$ cat config.mk
export PLATFORM = sky130hd
export DESIGN_NAME = exprom_ctrl
export DESIGN_NICKNAME = d
export VERILOG_FILES = /design/src/rtl/exprom_ctrl.sv
export SDC_FILE = /design/constraint.sdc
export NUM_CORES = 1
export LEC_CHECK = 0
export ABC_AREA = 1
export BUFFER_PORTS_ARGS = -buffer_cell sky130_fd_sc_hd__buf_2
export CAP_MARGIN = 10
export CORE_MARGIN = 1.5
export CORE_UTILIZATION = 40
export CTS_CLUSTER_DIAMETER = 150
export DETAILED_ROUTE_END_ITERATION = 6
export GPL_TIMING_DRIVEN = 0
export PLACE_DENSITY = 0.73
export SETUP_SLACK_MARGIN = 0.5
export SLEW_MARGIN = 30
export SYNTH_ARGS = -nofsm -noshare
export SYNTH_HDL_FRONTEND = slang
export SYNTH_SLANG_ARGS = --single-unit
export TNS_END_PERCENT = 5
$ cat constraint.sdc
create_clock -name clk -period 4.1 [get_ports clk]
set_input_delay 0.82 -clock clk [delete_from_list [all_inputs] [get_ports clk]]
set_output_delay 0.82 -clock clk [all_outputs]
set_load 0.01 [all_outputs]
$ cat src/rtl/exprom_ctrl.sv
// Expansion-ROM array controller.
// Arbitrates the PCI target path and the loader port onto a 512x32 array made
// of four byte-lane RAMs sharing one address, enable and write strobe. Partial
// target writes become read-modify-write. Also applies the ROM BAR enable and
// the target write-protect policy. Every output is registered.
module exprom_ctrl #(
  parameter int AW = 9,
  parameter int DW = 32
) (
  input  logic          clk,
  input  logic          rst_n,
  input  logic          rom_bar_en,
  input  logic          write_protect,
  input  logic          t_req,
  input  logic          t_we,
  input  logic [AW-1:0] t_addr,
  input  logic [3:0]    t_be,
  input  logic [DW-1:0] t_wdata,
  output logic          t_ack,
  output logic [DW-1:0] t_rdata,
  input  logic          l_req,
  input  logic          l_we,
  input  logic [AW-1:0] l_addr,
  input  logic [DW-1:0] l_wdata,
  output logic          l_ack,
  output logic [DW-1:0] l_rdata,
  output logic [AW-1:0] rom_address,
  output logic [DW-1:0] rom_dinp,
  output logic          rom_wren,
  output logic          rom_enable,
  input  logic [DW-1:0] rom_dout,
  output logic          busy,
  output logic          wp_violation
);

  localparam int LW = DW / 4;  // width of one byte lane

  typedef enum logic [2:0] {
    IDLE, RD, RDW, MRD, MRDW, MWR, WR, DONE
  } state_t;

  state_t        state;
  logic          gnt_t;     // current grant belongs to the target
  logic          prio_t;    // on a tie, the target wins next
  logic [DW-1:0] lat_data;  // target write data held for the merge
  logic [3:0]    lat_be;    // target byte enables held for the merge
  logic          pick_t;
  logic [DW-1:0] merged;

  // Round-robin pick: the target wins when it is alone or holds priority.
  always_comb begin
    // NOTE: every always_comb output gets a default first so no path leaves it
    // unassigned; an unassigned path would infer a latch.
    pick_t = 1'b0;
    if (t_req && (!l_req || prio_t)) pick_t = 1'b1;
  end

  // Byte-lane merge of the old word with the new target data.
  always_comb begin
    merged = rom_dout;
    for (int k = 0; k < 4; k++) begin
      if (lat_be[k]) merged[k*LW +: LW] = lat_data[k*LW +: LW];
    end
  end

  // Sequencer: arbitration, ROM strobes, read capture and ack generation.
  always_ff @(posedge clk) begin
    // NOTE: state and output registers use non-blocking assignments only, so
    // every read inside this block sees the value from before the edge.
    if (!rst_n) begin
      // NOTE: the data registers are reset too, because every output must read
      // zero after reset; there is no memory array inside this block.
      state        <= IDLE;
      gnt_t        <= 1'b0;
      prio_t       <= 1'b1;
      lat_data     <= '0;
      lat_be       <= '0;
      t_ack        <= 1'b0;
      l_ack        <= 1'b0;
      t_rdata      <= '0;
      l_rdata      <= '0;
      rom_address  <= '0;
      rom_dinp     <= '0;
      rom_wren     <= 1'b0;
      rom_enable   <= 1'b0;
      busy         <= 1'b0;
      wp_violation <= 1'b0;
    end else begin
      t_ack        <= 1'b0;
      l_ack        <= 1'b0;
      wp_violation <= 1'b0;
      case (state)
        IDLE: begin
          if (t_req || l_req) begin
            gnt_t  <= pick_t;
            prio_t <= !pick_t;
            busy   <= 1'b1;
            if (pick_t) begin
              if (!rom_bar_en) begin
                t_rdata <= '0;
                t_ack   <= 1'b1;
                state   <= DONE;
              end else if (t_we && write_protect) begin
                wp_violation <= 1'b1;
                t_ack        <= 1'b1;
                state        <= DONE;
              end else if (t_we && (t_be == 4'h0)) begin
                t_ack <= 1'b1;
                state <= DONE;
              end else begin
                rom_address <= t_addr;
                rom_enable  <= 1'b1;
                lat_data    <= t_wdata;
                lat_be      <= t_be;
                if (!t_we) begin
                  state <= RD;
                end else if (t_be == 4'hF) begin
                  rom_wren <= 1'b1;
                  rom_dinp <= t_wdata;
                  state    <= WR;
                end else begin
                  state <= MRD;
                end
              end
            end else begin
              rom_address <= l_addr;
              rom_enable  <= 1'b1;
              if (l_we) begin
                rom_wren <= 1'b1;
                rom_dinp <= l_wdata;
                state    <= WR;
              end else begin
                state <= RD;
              end
            end
          end
        end
        RD: begin
          rom_enable <= 1'b0;
          state      <= RDW;
        end
        RDW: begin
          if (gnt_t) t_rdata <= rom_dout;
          else       l_rdata <= rom_dout;
          t_ack <= gnt_t;
          l_ack <= !gnt_t;
          state <= DONE;
        end
        MRD: begin
          rom_enable <= 1'b0;
          state      <= MRDW;
        end
        MRDW: begin
          rom_enable <= 1'b1;
          rom_wren   <= 1'b1;
          rom_dinp   <= merged;
          state      <= MWR;
        end
        MWR, WR: begin
          rom_enable <= 1'b0;
          rom_wren   <= 1'b0;
          t_ack      <= gnt_t;
          l_ack      <= !gnt_t;
          state      <= DONE;
        end
        DONE: begin
          busy  <= 1'b0;
          state <= IDLE;
        end
        default: state <= IDLE;
      endcase
    end
  end

endmodule

# Word-level counts from Yosys, hierarchy flattened
# Index checks and enable logic that the tools add are counted.
totals:
  register_bits: 152
  latchBits: 0
  mem_bits_rw: 0
  rom_bits: 0
  input_bits: 126
  word_cells: 124
  memories: 0
op_classes:
  n_addsub: 0
  mul: 0
  div_mod_pow: 0
  n_lt_le_gt_ge: 0
  eq_ne: 21
  shift: 0
  muxes: 56
  bitwise_logic: 3
  reduce_logical: 29
op_table:
  columns: ["cell", "n"]
  rows:
  - ["$mux 32", 12]
  - ["$pmux 32 s2", 2]
  - ["$mux 9", 4]
  - ["$mux 8", 4]
  - ["$mux 3", 8]
  - ["$mux 1", 21]
  - ["$reduce_and 5->1", 4]
  - ["$ne 3x3->1 const B", 6]
  - ["$pmux 3 s6", 1]
  - ["$reduce_and 8->1", 2]
  - ["$ne 2x2->1 const B", 7]
  - ["$eq 3x3->1 const B", 4]
  - ["$reduce_and 2->1", 4]
  - ["$eq 3x2->1 const B", 2]
  - ["$pmux 1 s3", 2]
  - ["$reduce_and 6->1", 1]
  - ["$reduce_bool 2->1", 3]
  - ["$reduce_bool 3->1", 2]
  - ["$eq 4x4->1 const B", 1]
  - ["$logic_not 4->1", 1]
  - ["$pmux 1 s2", 2]
  - ["$reduce_or 4->1", 1]
  - ["$eq 3x1->1 const B", 1]
  - ["$logic_and 1x1->1", 3]
  - ["other kinds (6)", 11]

# Longest topological paths before layout
# Gate-level depths: netlist of run 1.
logic_depth:
  ltp_word: 9
  depth_mapped: 12

# Worst setup path before layout of run 1
# OpenSTA, ideal clock, no wires.
synth_timing:
  path_kind: "input port to flip-flop"
  from: "input port l_req"
  to: "register rom_dinp[27]"
  arrival_time_ps: 1764
  t_required_ps: 3982
  setup_slack_ps: 2218
  cell_stages: 9
  path_cell_list: "nand2_1 -> nand2_2 -> buf_2 -> buf_2 -> nand2_1 -> nand3_1 -> nand2_1 -> nor3_1 -> nor2_1"
synth_between:
  elab_chain_len: 7
  elab_cells_between_ends: 16
  cone_classes: "eq/ne: 7; mux: 4; reduce/logical: 5"
synth_lines:
  columns: ["element", "line", "source"]
  rows:
  - ["start, declared", "21", "input logic l_req,"]
  - ["$logic_not 1->1", "55", "if (t_req && (!l_req || prio_t)) pick_t = 1'b1;"]
  - ["$logic_or 1x1->1", "55", null]
  - ["$logic_and 1x1->1", "55", null]
  - ["$mux 1", "55", null]
  - ["$mux 32", "98", "if (pick_t) begin"]
  - ["$mux 32", "94", "if (t_req || l_req) begin"]
  - ["$pmux 32 s2", "92", "case (state)"]
  - ["end signal, assigned", "119", "rom_dinp <= t_wdata;"]
  - ["end signal, assigned", "130", "rom_dinp <= l_wdata;"]
  - ["end signal, assigned", "156", "rom_dinp <= merged;"]
  - ["end, declared", "28", "output logic [DW-1:0] rom_dinp,"]
# Several ways; a longest one is shown, not always the timed one. The select of a mux whose other input is x is not followed.
# A chain may end at the register's enable or synchronous reset.

# Worst setup path in the final report of run 1
layout_timing:
  from: "input port t_req"
  to: "register rom_dinp[27]"
layout_between:
  elab_chain_len: 5
  elab_cells_between_ends: 14
  cone_classes: "eq/ne: 7; mux: 4; reduce/logical: 3"
layout_lines:
  columns: ["element", "line", "source"]
  rows:
  - ["start, declared", "14", "input logic t_req,"]
  - ["$logic_and 1x1->1", "55", null]
  - ["$mux 1", "55", null]
  - ["$mux 32", "98", null]
  - ["$mux 32", "94", null]
  - ["$pmux 32 s2", "92", null]
# Several ways; a longest one is shown, not always the timed one. The select of a mux whose other input is x is not followed.

==> impl_metrics.env, run 1 <==
export IMPL_dieHeight_um=133
export IMPL_worstHoldStart="t_rdata[11]"
export IMPL_reg2reg_from="state[2]"
export IMPL_final_nets=1395
export IMPL_yosysTopAreaCell="dfxtp_1"
export IMPL_ctsHoldBuffers=0
export IMPL_ys_ff_latch=152
export IMPL_worstPathMaxFanout=10
export IMPL_fill_cells=1680
export IMPL_grt_antenna_before_repair=2
export IMPL_synth_edf_count=0
export IMPL_place_hpwl_um=18000
export IMPL_final_setup_skew_ns=0.00791
export IMPL_track_usage_pct=27.0
export IMPL_tritoncts="done"
export IMPL_fmax_ghz=0.470
export IMPL_ys_seq_area_share_pct=44.8
export IMPL_crit_required_ns=4.42
export IMPL_async_reset_ff_share_pct=0
export IMPL_start_util_pct=41.0
export IMPL_die_area_mm2=0.0178
export IMPL_cts_resized=0
export IMPL_route_detailed_drc=0
export IMPL_cpPeakStageDelay_ns=0.52
export IMPL_path_clk_slew_ns=0.06
export IMPL_period_minus_slack_ns=2.13
export IMPL_clkSinkCount=152
export IMPL_status="finished, final reports clean"
export IMPL_cp_top_family="buffers and inverters"
export IMPL_maxSlewViolCount=0
export IMPL_gp_congestion=0.874
export IMPL_ant_nets=0
export IMPL_startpoint="t_req"
export IMPL_synth_ff_type="dfxtp_1"
export IMPL_clockRootBuffer="clkbuf_16"
export IMPL_die_x_um=133
export IMPL_placementRows=47
export IMPL_post_cts_buffers=0
export IMPL_synth_area_mm2=0.00680
export IMPL_clock_path_buffers=2
export IMPL_place_inst=1470
export IMPL_synth_cells=1014
export IMPL_layoutNonFillerInstCount=1503
export IMPL_post_route_period_util_pct=51.9
export IMPL_tns_ns=0
export IMPL_via_per_inst=5.00
export IMPL_postSynthAreaPerCell_um2=6.70
export IMPL_drive_above_1_share_pct=24.7
export IMPL_overflow=0
export IMPL_wl_per_cell_um=15.9
export IMPL_rsz0062_at_grt="no"
export IMPL_cp_end_kind="flip-flop"
export IMPL_synth_top_area_share_pct=44.8
export IMPL_tightest_slew_ns=0.607
export IMPL_p_leak_uw=0.00440
export IMPL_setup_violations=0
export IMPL_p_per_area_mw_per_mm2=576
export IMPL_hold_path_class="flip-flop to flip-flop"
export IMPL_peakVddDrop_uv=311
export IMPL_synthTopCellsByArea="dfxtp_1, nand2_1, o21ai_0"
export IMPL_path_class="primary input to flip-flop"
export IMPL_grt_pass1_vias=7066
export IMPL_area_growth_pct=30.4
export IMPL_maxCapViolations=0
export IMPL_ys_types=27
export IMPL_path_cells="buf_2 -> a21boi_4 -> clkbuf_1 -> nand2_1 -> nand3_1 -> nand2_1 -> nor3_1 -> nor2_1"
export IMPL_io_pins=237
export IMPL_grt_max_degree=17
export IMPL_yosysWarningCount=0
export IMPL_cts_buffers=17
export IMPL_vias=7511
export IMPL_startpoint_type="primary input"
export IMPL_crit_arrival_ns=2.44
export IMPL_finalCoreUtilization_pct=53.4
export IMPL_htreeDepth=4
export IMPL_slowest_stage="clkbuf_1"
export IMPL_hold_violations=0
export IMPL_syn_nets=1140
export IMPL_crit_buf_inv=2
export IMPL_port_buffers=236
export IMPL_drt_iter0_drc=428
export IMPL_routed_wirelength_um=23800
export IMPL_firstDrtPassIters=5
export IMPL_max_slew_margin_pct=59.5
export IMPL_clock_latency_ns=0.42
export IMPL_core_area_mm2=0.0166
export IMPL_crit_top_cell="nand2_1"
export IMPL_grt_pass1_wl_um=37200
[metrics by stage]
step	hold WS, ns	cell area [um2]	setup slack [ns]	power [uW]
floorplan	0.471	6800	2.22	2890
global placement	0.444	8250	1.58	3470
CTS	0.461	8860	2.03	5110
finish	0.458	8860	1.97	5110
detailed placement	0.452	8250	1.59	3490
global route	0.475	8860	1.93	5400
[sequential cells by signal (all words and copies together), names as in the netlist]
register and count:
t_rdata 32, lat_data 32, gnt_t 1, rom_address 9, lat_be 4, l_ack 1, rom_wren 1, wp_violation 1
l_rdata 32, state 3, t_ack 1, prio_t 1, busy 1, rom_dinp 32, rom_enable 1
[worst paths after layout]
check                       to  slack, ns  cells past startpoint
hold reg to reg    t_rdata[11]       0.46                      2
setup / recovery  rom_dinp[27]       1.97                      8
hold / removal     t_rdata[11]       0.46                      2
setup reg to reg   t_rdata[15]       2.11                      8
[layer usage]
layer	vias up	global-route usage (%)	wire length [um]
met1	3413	35.2	10400
met5	-	0	12
met3	41	5.82	1820
li1	3736	-	-
met2	319	43.9	11000
met4	2	10.0	639
[worst min-delay path: stages, from the launching register on]
cell and delay (ns):
dfxtp_1 0.31, nand2_1 0.06, a21oi_1 0.05
[layout make-up]
cell class / instances / area, um2 / area share (%)
Antenna cell: 2 / 5.00 / 0.0565
Buffer: 61 / 312 / 3.52
Clock buffer: 20 / 457 / 5.15
Clock inverter: 11 / 148 / 1.67
Inverter: 72 / 270 / 3.05
Multi-Input combinational cell: 729 / 3170 / 35.8
Sequential cell: 152 / 3040 / 34.3
Tap cell: 220 / 275 / 3.11
Timing Repair Buffer: 236 / 1180 / 13.3
[kinds of logic (layout without fill, tap and decap cells)]
family	after synthesis	after routing	share of synthesized area [%]
and+or+nand+nor	515	515	30.6
AOI/OAI and AO/OA	214	214	16.1
DFF	152	152	44.8
buffers and inverters	133	400	8.56
other	0	2	0
[placed cells by master (no fill, tap or decap)]
| cell type | n |
|---|---|
| a21boi_4 | 1 |
| clkinv_2 | 2 |
| buf_6 | 5 |
| nand4_2 | 1 |
| buf_2 | 251 |
| clkbuf_1 | 32 |
| a21oi_1 | 80 |
| nor2_4 | 3 |
| o21ai_1 | 20 |
| inv_6 | 1 |
| nand3b_1 | 1 |
| bufinv_16 | 3 |
| clkinv_1 | 4 |
| dfxtp_1 | 152 |
| nor2_2 | 3 |
| clkinvlp_4 | 4 |
| clkbuf_8 | 2 |
| inv_1 | 60 |
| buf_4 | 7 |
| clkbuf_16 | 17 |
| nor3_4 | 1 |
| clkinv_4 | 1 |
| nor3_1 | 9 |
| o21ai_0 | 110 |
| o31ai_1 | 1 |
| buf_1 | 3 |
| nand2_1 | 305 |
| inv_2 | 8 |
| diode_2 | 2 |
| nand2_2 | 5 |
| a211oi_1 | 1 |
| o21a_1 | 1 |
| nand2_4 | 1 |
| nand3_1 | 47 |
| nor2_1 | 139 |
[Yosys cell counts (4+ instances only)]
master	instances
a21oi_1	80
buf_2	15
buf_4	7
buf_6	5
clkbuf_1	31
clkinv_1	4
dfxtp_1	152
inv_1	60
inv_2	8
nand2_1	305
nand2_2	5
nand3_1	47
nor2_1	139
nor3_1	9
o21ai_0	110
o21ai_1	20
[power breakdown]
part           switching, uW  total [uW]  leakage, uW  internal, uW
clock                    639        1630     0.000285           987
combinational           1030        1590      0.00288           559
sequential               143        1890      0.00124          1750
Power figures use the tool's default switching activity.
==> run 2, diff against run 1 <==
==> constraint.sdc (replaced) <==
create_clock -name clk -period 2 [get_ports clk]
set_input_delay 0.4 -clock clk [delete_from_list [all_inputs] [get_ports clk]]
set_output_delay 0.4 -clock clk [all_outputs]
set_load 0.01 [all_outputs]
==> run 2 against run 1 <==
Compared with the run above:
- total power rose by 120%
- hold slack worse by 0.22 ns
- first-iteration DRC count rose by 23%
- sequential share of layout area fell by 1.4 points
- via count increased by 2.3%
- worst setup slack got worse by 1.7 ns
- clock skew increased by 0.0019 ns
- combinational power grew 140%
- critical path depth rose by 4
- sequential power is 110% higher
- highest routed layer unchanged
==> impl_metrics.env, run 2 (synthesis results as in run 1) <==
export IMPL_crit_arrival_ns=2.00
export IMPL_maxCapViolations=0
export IMPL_grt_pass1_vias=7229
export IMPL_fin_ws_ns=0.315
export IMPL_die_x_um=133
export IMPL_area_growth_pct=36.6
export IMPL_io_pins=237
export IMPL_grtUsageMet1_pct=35.9
export IMPL_grt_antenna_before_repair=2
export IMPL_fmax_ghz=0.593
export IMPL_crit_required_ns=2.32
export IMPL_peakVddDrop_uv=679
export IMPL_r2r_end="rom_dinp[18]"
export IMPL_core_area_mm2=0.0166
export IMPL_clkSinkCount=152
export IMPL_grt_pass1_wl_um=38100
export IMPL_gr_usage_met3_pct=5.94
export IMPL_htreeDepth=4
export IMPL_route_detailed_drc=0
export IMPL_holdPathEnd="lat_data[27]"
export IMPL_status="finished, final reports clean"
export IMPL_vias=7686
export IMPL_overflow=0
export IMPL_via_per_inst=5.03
export IMPL_drt_iter0_drc=528
export IMPL_clockRootBuffer="clkbuf_16"
export IMPL_p_per_area_mw_per_mm2=1190
export IMPL_cp_end_kind="flip-flop"
export IMPL_final_common_cell="nand2_1"
export IMPL_max_slew_margin_pct=60.6
export IMPL_final_nets=1419
export IMPL_period_minus_slack_ns=1.69
export IMPL_tritoncts="done"
export IMPL_dieHeight_um=133
export IMPL_path_clk_slew_ns=0.06
export IMPL_setup_violations=0
export IMPL_die_area_mm2=0.0178
export IMPL_tightest_slew_ns=0.591
export IMPL_pre_cts_slack_ns=-0.0913
export IMPL_clock_latency_ns=0.42
export IMPL_p_sw_uw=3960
export IMPL_fill_cells=1634
export IMPL_fin_hold_ws_ns=0.236
export IMPL_reg2reg_from="state[2]"
export IMPL_port_buffers=236
export IMPL_final_setup_skew_ns=0.00984
export IMPL_use_met2_pct=45.5
export IMPL_p_comb_share_pct=34.7
export IMPL_swShare_pct=35.8
export IMPL_mostFrequentLayoutCells="nand2_1, buf_2, dfxtp_1"
export IMPL_post_route_period_util_pct=84.3
export IMPL_rsz0062_at_grt="yes"
export IMPL_grt_max_degree=17
export IMPL_placementRows=47
export IMPL_p_leak_uw=0.00461
export IMPL_gr_max_usage_layer="met2"
export IMPL_firstDrtPassIters=5
export IMPL_track_usage_pct=27.7
export IMPL_hold_violations=0
export IMPL_gp_congestion=0.874
export IMPL_routed_wirelength_um=24600
export IMPL_hold_path_class="primary input to flip-flop"
export IMPL_cts_buffers=17
export IMPL_worstHoldStart="t_wdata[27]"
export IMPL_hold_depth=3
export IMPL_path_class="flip-flop to flip-flop"
export IMPL_worstPathMaxFanout=7
export IMPL_seqPwrFrac_pct=35.2
export IMPL_ant_nets=0
export IMPL_place_hpwl_um=18000
export IMPL_ctsHoldBuffers=0
export IMPL_start_util_pct=41.0
export IMPL_clkPwrFrac_pct=30.1
export IMPL_clock_path_buffers=2
export IMPL_p_int_uw=7120
export IMPL_drive_above_1_share_pct=28.5
export IMPL_r2r_slack_ns=0.31
export IMPL_multiInputGateArea_mm2=0.00330
export IMPL_maxSlewViolCount=0
export IMPL_rr_worst_depth=12
export IMPL_wl_per_cell_um=16.1
export IMPL_ff_latch_area_mm2=0.00306
export IMPL_startpoint_type="flip-flop"
run 2: per-stage QoR:
stage	instances	instance area [um2]	TNS (ns)	power, uW	util (%)
after floorplan	1014	6800	0	5920	-
after global placement	1470	8250	-0.0969	7120	49.8
after detailed placement	1470	8250	-0.0913	7160	49.8
after CTS	1520	9150	0	10900	55.2
after global routing	1526	9280	0	11700	56.0
final	1527	9280	0	11100	56.0
run 2: cell type report:
| class | instances | area share (%) |
|---|---|---|
| Multi-Input combinational cell | 729 | 35.5 |
| Sequential cell | 152 | 32.9 |
| Timing Repair Buffer | 260 | 14.7 |
| Clock buffer | 20 | 4.92 |
| Buffer | 61 | 4.14 |
| Inverter | 72 | 3.14 |
| Tap cell | 220 | 2.97 |
| Clock inverter | 11 | 1.59 |
| Antenna cell | 2 | 0.0539 |
run 2: worst max path at each step:
| stage | from | end | slack, ns | cells after the start |
|---|---|---|---|---|
| after floorplan | state[0] | rom_dinp[21] | 0.53 | 10 |
| after global placement | t_req | rom_dinp[27] | -0.1 | 8 |
| after detailed placement | t_req | rom_dinp[27] | -0.09 | 8 |
| after CTS | state[0] | rom_dinp[14] | 0.37 | 12 |
| after global routing | prio_t | rom_dinp[20] | 0.19 | 13 |
| final | state[2] | rom_dinp[18] | 0.31 | 12 |
run 2: per-layer routing:
layer	up-vias	wire length, um
li1	3788	-
met1	3483	10700
met2	365	11400
met3	48	1960
met4	2	633
met5	-	12
run 2: power groups by stage:
stage          Sequential, uW  Clock (uW)  Combinational, uW
3_3_place_gp             3910           0               3210
5_1_grt                  3950        3490               4230
4_1_cts                  3890        3350               3650
2_1_floorplan            4120           0               1800
6_report                 3900        3330               3850
3_5_place_dp             3920           0               3240
run 2: worst max-delay path, cell delays in order, from the launching register on:
cell	delay (ns)
dfxtp_4	0.37
nor2_4	0.21
nand2_8	0.11
inv_8	0.07
nand2_4	0.05
nand2_4	0.08
nand2_8	0.07
nor2_4	0.21
buf_6	0.14
buf_6	0.11
nand2_1	0.06
nand2_1	0.06
nor2_1	0.04
run 2: timing repair:
| action | CTS | global route |
|---|---|---|
| setup buffers | 13 | 5 |
| pin swaps | 11 | 8 |
| gates cloned | 6 | 0 |
| setup endpoints to repair | 141 | 143 |
| gates resized for setup | 60 | 28 |
